[src/rtl/prbs_ctrl.sv]
// Round-robin session controller that shares one PRBS byte generator between NUM_REQ requesters.
// Define PRBS_CTRL_CHK_EN to add the sticky chk_err pattern checker on the forwarded stream.
module prbs_ctrl #(
   parameter int NUM_REQ = 2,
   parameter int LEN_W   = 16
) (
   input  logic                     CLK,
   input  logic                     RSTn,
   input  logic [NUM_REQ-1:0]       req,
   input  logic [NUM_REQ*32-1:0]    req_pat,
   input  logic [NUM_REQ*8-1:0]     req_n,
   input  logic [NUM_REQ*LEN_W-1:0] req_len,
   input  logic                     abort,
   output logic [NUM_REQ-1:0]       gnt,
   output logic                     prbs_rstn,
   output logic [31:0]              prbs_in,
   output logic [7:0]               prbs_n,
   input  logic [7:0]               prbs_out,
   output logic                     out_valid,
   output logic [7:0]               out_data,
   output logic [NUM_REQ-1:0]       done,
   output logic                     busy
`ifdef PRBS_CTRL_CHK_EN
   ,
   output logic                     chk_err
`endif
);

   localparam int IDX_W = $clog2(NUM_REQ);

   typedef enum logic [2:0] {IDLE, LOAD, PRIME, RUN, DONE} state_t;

   state_t             state_q, state_d;
   logic [IDX_W-1:0]   ptr_q, ptr_d;
   logic [IDX_W-1:0]   idx_q, idx_d;
   logic [NUM_REQ-1:0] gnt_q, gnt_d;
   logic               prbsRstn_q, prbsRstn_d;
   logic [31:0]        prbsIn_q, prbsIn_d;
   logic [7:0]         prbsN_q, prbsN_d;
   logic [LEN_W-1:0]   len_q, len_d;
   logic [LEN_W-1:0]   cnt_q, cnt_d;
   logic               outValid_q, outValid_d;
   logic [7:0]         outData_q, outData_d;
   logic [NUM_REQ-1:0] done_q, done_d;

   logic [IDX_W-1:0]   pick;
   logic [IDX_W-1:0]   cand;
   logic               found;
   logic [31:0]        patSel;
   logic [7:0]         nSel;
   logic [LEN_W-1:0]   lenSel;

   // Search starts one past the last granted requester so a re-request never beats a waiting peer.
   always_comb begin
      pick  = '0;
      cand  = '0;
      found = 1'b0;
      for (int k = 1; k <= NUM_REQ; k++) begin
         cand = IDX_W'((int'(ptr_q) + k) % NUM_REQ);
         if (!found && req[cand]) begin
            pick  = cand;
            found = 1'b1;
         end
      end
   end

   always_comb begin
      patSel = '0;
      nSel   = '0;
      lenSel = '0;
      for (int i = 0; i < NUM_REQ; i++) begin
         if (pick == IDX_W'(i)) begin
            patSel = req_pat[32*i +: 32];
            nSel   = req_n[8*i +: 8];
            lenSel = req_len[LEN_W*i +: LEN_W];
         end
      end
   end

   always_comb begin
      state_d    = state_q;
      ptr_d      = ptr_q;
      idx_d      = idx_q;
      gnt_d      = gnt_q;
      prbsIn_d   = prbsIn_q;
      prbsN_d    = prbsN_q;
      len_d      = len_q;
      cnt_d      = cnt_q;
      outValid_d = 1'b0;
      outData_d  = outData_q;
      done_d     = '0;
      prbsRstn_d = 1'b0;

      case (state_q)
         IDLE: begin
            if (found) begin
               state_d     = LOAD;
               idx_d       = pick;
               gnt_d       = '0;
               gnt_d[pick] = 1'b1;
               prbsIn_d    = patSel;
               // The generator reads n=0 as 256 repeats, so a zero count becomes one.
               prbsN_d     = (nSel == 8'd0) ? 8'd1 : nSel;
               len_d       = lenSel;
               cnt_d       = '0;
            end
         end
         LOAD: begin
            state_d = (abort || len_q == '0) ? DONE : PRIME;
         end
         PRIME: begin
            state_d = abort ? DONE : RUN;
         end
         RUN: begin
            if (abort) begin
               state_d = DONE;
            end else begin
               outValid_d = 1'b1;
               outData_d  = prbs_out;
               cnt_d      = cnt_q + LEN_W'(1);
               if (cnt_d == len_q) state_d = DONE;
            end
         end
         DONE: begin
            state_d = IDLE;
            ptr_d   = idx_q;
         end
         default: state_d = IDLE;
      endcase

      if (state_d == DONE) begin
         done_d = gnt_q;
         gnt_d  = '0;
      end
      prbsRstn_d = (state_d == PRIME) || (state_d == RUN);
   end

   always_ff @(posedge CLK or negedge RSTn) begin
      if (!RSTn) begin
         state_q    <= IDLE;
         ptr_q      <= IDX_W'(NUM_REQ - 1);
         idx_q      <= '0;
         gnt_q      <= '0;
         prbsRstn_q <= 1'b0;
         prbsIn_q   <= '0;
         prbsN_q    <= 8'd1;
         len_q      <= '0;
         cnt_q      <= '0;
         outValid_q <= 1'b0;
         outData_q  <= '0;
         done_q     <= '0;
      end else begin
         state_q    <= state_d;
         ptr_q      <= ptr_d;
         idx_q      <= idx_d;
         gnt_q      <= gnt_d;
         prbsRstn_q <= prbsRstn_d;
         prbsIn_q   <= prbsIn_d;
         prbsN_q    <= prbsN_d;
         len_q      <= len_d;
         cnt_q      <= cnt_d;
         outValid_q <= outValid_d;
         outData_q  <= outData_d;
         done_q     <= done_d;
      end
   end

`ifdef PRBS_CTRL_CHK_EN
   logic       chkErr_q, chkErr_d;
   logic [7:0] chkExp;
   logic       inPattern;

   // Only the first 4*n bytes are pattern bytes; the LFSR tail is not predictable here.
   always_comb begin
      chkExp    = 8'h00;
      inPattern = 32'(cnt_q) < {22'd0, prbsN_q, 2'b00};
      case (cnt_q[1:0])
         2'd0:    chkExp = prbsIn_q[31:24];
         2'd1:    chkExp = prbsIn_q[23:16];
         2'd2:    chkExp = prbsIn_q[15:8];
         default: chkExp = prbsIn_q[7:0];
      endcase
      chkErr_d = chkErr_q;
      if (state_q == IDLE && state_d == LOAD) begin
         chkErr_d = 1'b0;
      end else if (state_q == RUN && !abort && inPattern && prbs_out != chkExp) begin
         chkErr_d = 1'b1;
      end
   end

   always_ff @(posedge CLK or negedge RSTn) begin
      if (!RSTn) chkErr_q <= 1'b0;
      else       chkErr_q <= chkErr_d;
   end

   assign chk_err = chkErr_q;
`endif

   assign gnt       = gnt_q;
   assign prbs_rstn = prbsRstn_q;
   assign prbs_in   = prbsIn_q;
   assign prbs_n    = prbsN_q;
   assign out_valid = outValid_q;
   assign out_data  = outData_q;
   assign done      = done_q;
   assign busy      = (state_q != IDLE);

endmodule

[config.mk]
export PLATFORM = sky130hd
export DESIGN_NAME = prbs_ctrl
export DESIGN_NICKNAME = d
export VERILOG_FILES = /design/src/rtl/prbs_ctrl.sv
export SDC_FILE = /design/constraint.sdc
export NUM_CORES = 1
export LEC_CHECK = 0
export ABC_AREA = 1
export BUFFER_PORTS_ARGS = -buffer_cell sky130_fd_sc_hd__buf_2
export CAP_MARGIN = 20
export CELL_PAD_IN_SITES_DETAIL_PLACEMENT = 0
export CELL_PAD_IN_SITES_GLOBAL_PLACEMENT = 2
export CORE_UTILIZATION = 29
export DETAILED_ROUTE_END_ITERATION = 16
export PLACE_DENSITY_LB_ADDON = 0.1
export SLEW_MARGIN = 10
export SYNTH_ARGS = -nofsm -noshare
export SYNTH_HDL_FRONTEND = slang
export SYNTH_SLANG_ARGS = --single-unit
[constraint.sdc]
create_clock -name CLK -period 4.45 [get_ports CLK]
set_clock_uncertainty 0.15 [all_clocks]
set_input_delay 0.445 -clock CLK [delete_from_list [all_inputs] [get_ports CLK]]
set_output_delay 0.445 -clock CLK [all_outputs]
set_load 0.02 [all_outputs]
### Yosys cells after proc, flatten, opt, wreduce, memory -nomap -nowiden

Index checks and enable logic that the tools add are counted.

| cells by class | value |
|---|---|
| equal/unequal tests | 10 |
| reductions and logical operators | 16 |
| order comparisons | 4 |
| add/sub/neg operators | 3 |
| multiplexer cells | 29 |
| bitwise gates (word level) | 1 |

Operators with widths:

| operator | count |
|---|---|
| 16-bit two-way mux | 3 |
| 32-bit two-way mux | 1 |
| 16-bit one-hot mux with 2 select lines | 1 |
| 16-bit by 1-bit adder with 16-bit output (second input constant) | 1 |
| 16-bit == test | 1 |
| 16-bit logical NOT | 1 |
| 8-bit two-way mux | 2 |
| 3-bit two-way mux | 5 |
| 3-bit by 2-bit == test with 1-bit output (second input constant) | 4 |
| 3-bit one-hot mux with 4 select lines | 1 |
| 1-bit two-way mux | 11 |
| 8-bit logical NOT | 1 |
| 2-bit two-way mux | 4 |
| 3-bit == test (second input constant) | 2 |
| 1-bit by 2-bit < comparator with 1-bit output (second input constant) | 3 |
| 2-bit AND reduction | 3 |
| 2-bit nonzero test | 3 |
| 2-bit inequality test (second input constant) | 2 |
| 3-bit by 1-bit == test with 1-bit output (second input constant) | 1 |
| 3-bit logical NOT | 1 |
| 3-bit AND reduction | 1 |
| 3-bit nonzero test | 1 |
| 1-bit adder (second input constant) | 2 |
| 1-bit logical AND | 2 |
| other kinds (5) | 6 |

| word-level totals | value |
|---|---|
| bits in registers | 91 |
| bits of input ports | 125 |
| output and inout bits | 55 |
| word-level logic and storage cells | 75 |

### Depth between registers and ports, before layout

| logic depth | value |
|---|---|
| depth in word-level cells | 14 |
| depth in mapped cells | 16 |
| depth with buffers taken out | 16 |

### Worst setup path before layout

No wires, ideal clock.

| path | value |
|---|---|
| kind | reg-to-reg |
| start | reg cnt_q[0] |
| end | reg gnt_q[0] (netlist: gnt[0]) |
| data arrival time | 1.687 ns |
| stages on the path, launching flop included | 17 |
| clock period less this slack | 1.958 ns |
| path buffers | 0 |
| path slack | 2.492 ns |
| data required time | 4.179 ns |
| cell sequence | dfrtp_1 -> ha_1 -> nand2_2 -> nor2_4 -> nand3_1 -> nand2_1 -> nand2_1 -> nand2_1 -> nand2_1 -> inv_1 -> nand2_1 -> nor2_2 -> nand3_2 -> nand2_2 -> nand2_2 -> nand2_2 -> nor2_1 |

| on the way | value |
|---|---|
| longest elaborated chain between the ends | 8 |

Ends and longest elaborated chain:

| element | line | RTL |
|---|---|---|
| start, declared | 41 | `logic [LEN_W-1:0] cnt_q, cnt_d;` |
| start signal, assigned | 161 | `cnt_q <= cnt_d;` |
| 16-bit by 1-bit adder with 16-bit output (*) | 120 | `cnt_d = cnt_q + LEN_W'(1);` |
| 16-bit == test (*) | 121 | `if (cnt_d == len_q) state_d = DONE;` |
| 3-bit two-way mux (*) | 121 |  |
| 3-bit two-way mux (*) | 115 | `if (abort) begin` |
| 3-bit one-hot mux with 4 select lines (*) | 94 | `case (state_q)` |
| named net state_d[2] | 33 | `state_t state_q, state_d;` |
| 3-bit == test (*) | 131 | `if (state_d == DONE) begin` |
| 2-bit nonzero test (no line) | -- |  |
| 2-bit AND reduction (no line) | -- |  |
| end signal, assigned | 156 | `gnt_q <= gnt_d;` |
| end, declared | 36 | `logic [NUM_REQ-1:0] gnt_q, gnt_d;` |

The timed path passes the listed nets; every way through them passes the cells marked *.
A chain may end at the register's enable or synchronous reset.

### Final worst setup path

| path | value |
|---|---|
| start | reg state_q[1] |
| end | reg cnt_q[12] |

| on the way | value |
|---|---|
| longest elaborated chain between the ends | 3 |

Ends and longest elaborated chain:

| element | line | RTL |
|---|---|---|
| start, declared | 33 |  |
| start signal, assigned | 153 | `state_q <= state_d;` |
| 3-bit by 2-bit == test with 1-bit output / 3-bit logical NOT (equally long branches) | 94 |  |
| 2-bit inequality test (no line) / 2-bit nonzero test (equally long branches) | -- |  |
| 3-bit AND reduction (no line) | -- |  |

Parallel ways exist; a longest one is shown, timed or not.

==> results.ini <==
[setup_path]
cpMaxStageDelayCell=clkinv_1
worst_setup_path_end_kind=register
start_kind=register
crit_family=buffers and inverters
reg2reg_to=cnt_q[12]
ff2ff_path_depth=9
worstPathArrival_ns=2.73
max_stage_delay_ns=0.55
path_cells=inv_1 > nor2_1 > inv_1 > nor2_1 > nand2_2 > clkinv_1 > nor2_1 > inv_1 > o21ai_0
path_buf_inv=4
regToRegSetupSlack_ns=1.83
cp_max_fo=18
worstSetupPathType=register to register
required_ns=4.56
reg2reg_from=state_q[1]

[timing]
tns_ns=0
drv_slew=0
hold_viol_final=0
period_needed_ns=2.62
rsz0062_at_grt=false
fin_crit_sh_pct=58.9
worstMarginPinSlew_ns=0.854
maxSlewHeadroom_pct=43.1
clock.fmax_ghz=0.382
setup_viol=0
worst_hold_slack_ns=0.0378

[cts]
cts_tree=built
clk_latency_ns=0.35
htreeDepth=3
cts.sinks=91
post-cts-setup-buffers=0
cts.clk_slew.worst_paths_ns=0.06
hold_buffers=0
cts_buffers=9
cts_root_buffer=clkbuf_16
cts_resized=0
cts_buffer_depth=2

[yosys]
ys_warn_count=0
synth-async-reset-ratio_pct=100
syn_nets=737
synth_top_cell_area_share_pct=47.7
synthesis.area_um2=4670
ys.flop_type=dfrtp_1
yosys-top-cells-area=dfrtp_1 48%, nand2_1 12%, o21ai_0 11%
postSynthRegisterBits=91
post_synth.cell_area_avg_um2=7.65
ys_seq_area_share_pct=48.8
ys_types=30
syn_inst=611
synth.largest_area_cell=dfrtp_1
synth_edf_count=0

[layout]
drive_gt1_share_pct=29.0
diodes=0
postLayoutCoreUtil_pct=38.8
synthToLayoutAreaGrowth_pct=31.4
fin_nets=907

[placement]
portBuffers=179
place.gp.congestion=0.753
hpwlAfterDp_um=10700

[route]
vias=4660
drtAntennaViolNets=0
via_per_inst=4.65
wl_um=14600
drc=0
drt_pass1_iterations=6
wl_per_cell_um=14.6
drt_iter0_markers=224

[floorplan]
rows=46
initial_core_util_pct=29.5
die_w_um=129
ios=180
core_area_um2=15800
die_area_um2=16600
die_y_um=129

[job]
max_cap_viol_count=0

[power]
p_leak_nw=3.07
ir_drop_v=0.000306
power.density_nw_per_um2=634

[run_status]
outcome=finished, final reports clean

[global_route]
grt_max_degree=65
grt_pass1_wl_um=23500
grt_pass1_vias=4634
overflow=0
antenna_found_initial=1
grt.total_usage_pct=18.7

[worst_hold_path]
hp-class=primary input to async pin

-- layer usage --
metal	wire [µm]	global-route usage, %	vias to the layer above	share of wire [%]
met2	7230	32.3	100	50
met5	13	0	-	0.089
li1	-	-	2357	-
met3	614	4.07	19	4.2
met1	6500	22.9	2182	44
met4	245	6.57	2	1.7
-- worst max path at each step --
stage,slack (ns),from,to,cells after the start
floorplan,2.49,cnt_q[0],gnt[0],16
global placement,1.93,state_q[1],cnt_q[15],9
detailed placement,1.79,abort,cnt_q[12],7
CTS,1.78,state_q[1],cnt_q[12],9
global route,1.49,state_q[1],cnt_q[12],9
finish,1.83,state_q[1],cnt_q[12],9
-- flip-flops by register name, indices dropped and copies added (netlist names) --
signal / count
done: 2
out_data: 8
len_q: 16
prbs_n: 8
prbs_in: 32
out_valid: 1
prbs_rstn: 1
cnt_q: 16
gnt: 2
idx_q: 1
state_q: 3
ptr_q: 1
-- Yosys cell counts (2+ instances only) --
cell type and number:
nor2_4 5, buf_2 4, nor2_1 77, o21ai_0 103
a31oi_1 2, nor2_2 2, inv_1 48, nor4_1 2
nand3_1 37, nand2_1 150, mux2i_1 7, inv_2 2
dfrtp_1 89, nand2_2 12, clkbuf_1 22, a21oi_1 3
dfstp_2 2, nand4_1 11, o22ai_1 22
-- cell families (layout without fill, tap and decap cells) --
| group | count (synthesis) | in the layout | share of synthesized area, % |
|---|---|---|---|
| XOR/XNOR | 2 | 2 | 0.375 |
| AO/OA/AOI/OAI | 134 | 134 | 15.2 |
| adder cells (fa/ha/maj) | 1 | 1 | 0.268 |
| AND/OR/NAND/NOR | 299 | 299 | 27.6 |
| multiplexers | 7 | 7 | 1.50 |
| flip-flops | 91 | 91 | 48.8 |
| buffers and inverters | 77 | 252 | 6.29 |
-- power by group --
group	switching (mW)	internal [mW]	total [mW]	leakage, nW
Combinational	1.09	0.543	1.63	1.76
Clock	0.326	0.565	0.891	0.163
Sequential	0.200	1.17	1.37	1.15
Total	1.62	2.28	3.90	3.07
-- cell type report --
cell class	instances	area (µm²)
Fill cell	1695	9690
Clock buffer	12	246
Timing Repair Buffer	185	943
Inverter	51	191
Multi-Input combinational cell	443	2110
Sequential cell	91	2280
Clock inverter	4	97.6
Tap cell	216	270
-- layout by cell type (no fill, tap or decap), types with 3 or more instances in the layout --
| cell type | netlist | final |
|---|---|---|
| nand2_2 | 12 | 13 |
| o21ai_0 | 103 | 102 |
| nor2_1 | 77 | 77 |
| bufinv_16 | 0 | 3 |
| nand2_1 | 150 | 149 |
| a21oi_1 | 3 | 3 |
| buf_2 | 4 | 178 |
| inv_2 | 2 | 3 |
| clkbuf_16 | 0 | 9 |
| nand4_1 | 11 | 11 |
| nand3_1 | 37 | 37 |
| inv_1 | 48 | 47 |
| mux2i_1 | 7 | 7 |
| dfrtp_1 | 89 | 89 |
| buf_4 | 0 | 7 |
| nor2_4 | 5 | 5 |
| o22ai_1 | 22 | 22 |
-- through the flow --
stage          std cells  instance area (µm²)  worst slack [ns]  total power, mW
2_1_floorplan        611                 4670              2.49             2.43
3_3_place_gp         986                 5800              1.93             3.03
3_5_place_dp         986                 5800              1.79             3.04
4_1_cts             1002                 6140              1.78             3.95
5_1_grt             1002                 6140              1.49             4.22
6_report            1002                 6140              1.83             3.90
(Power assumes the default switching activity.)
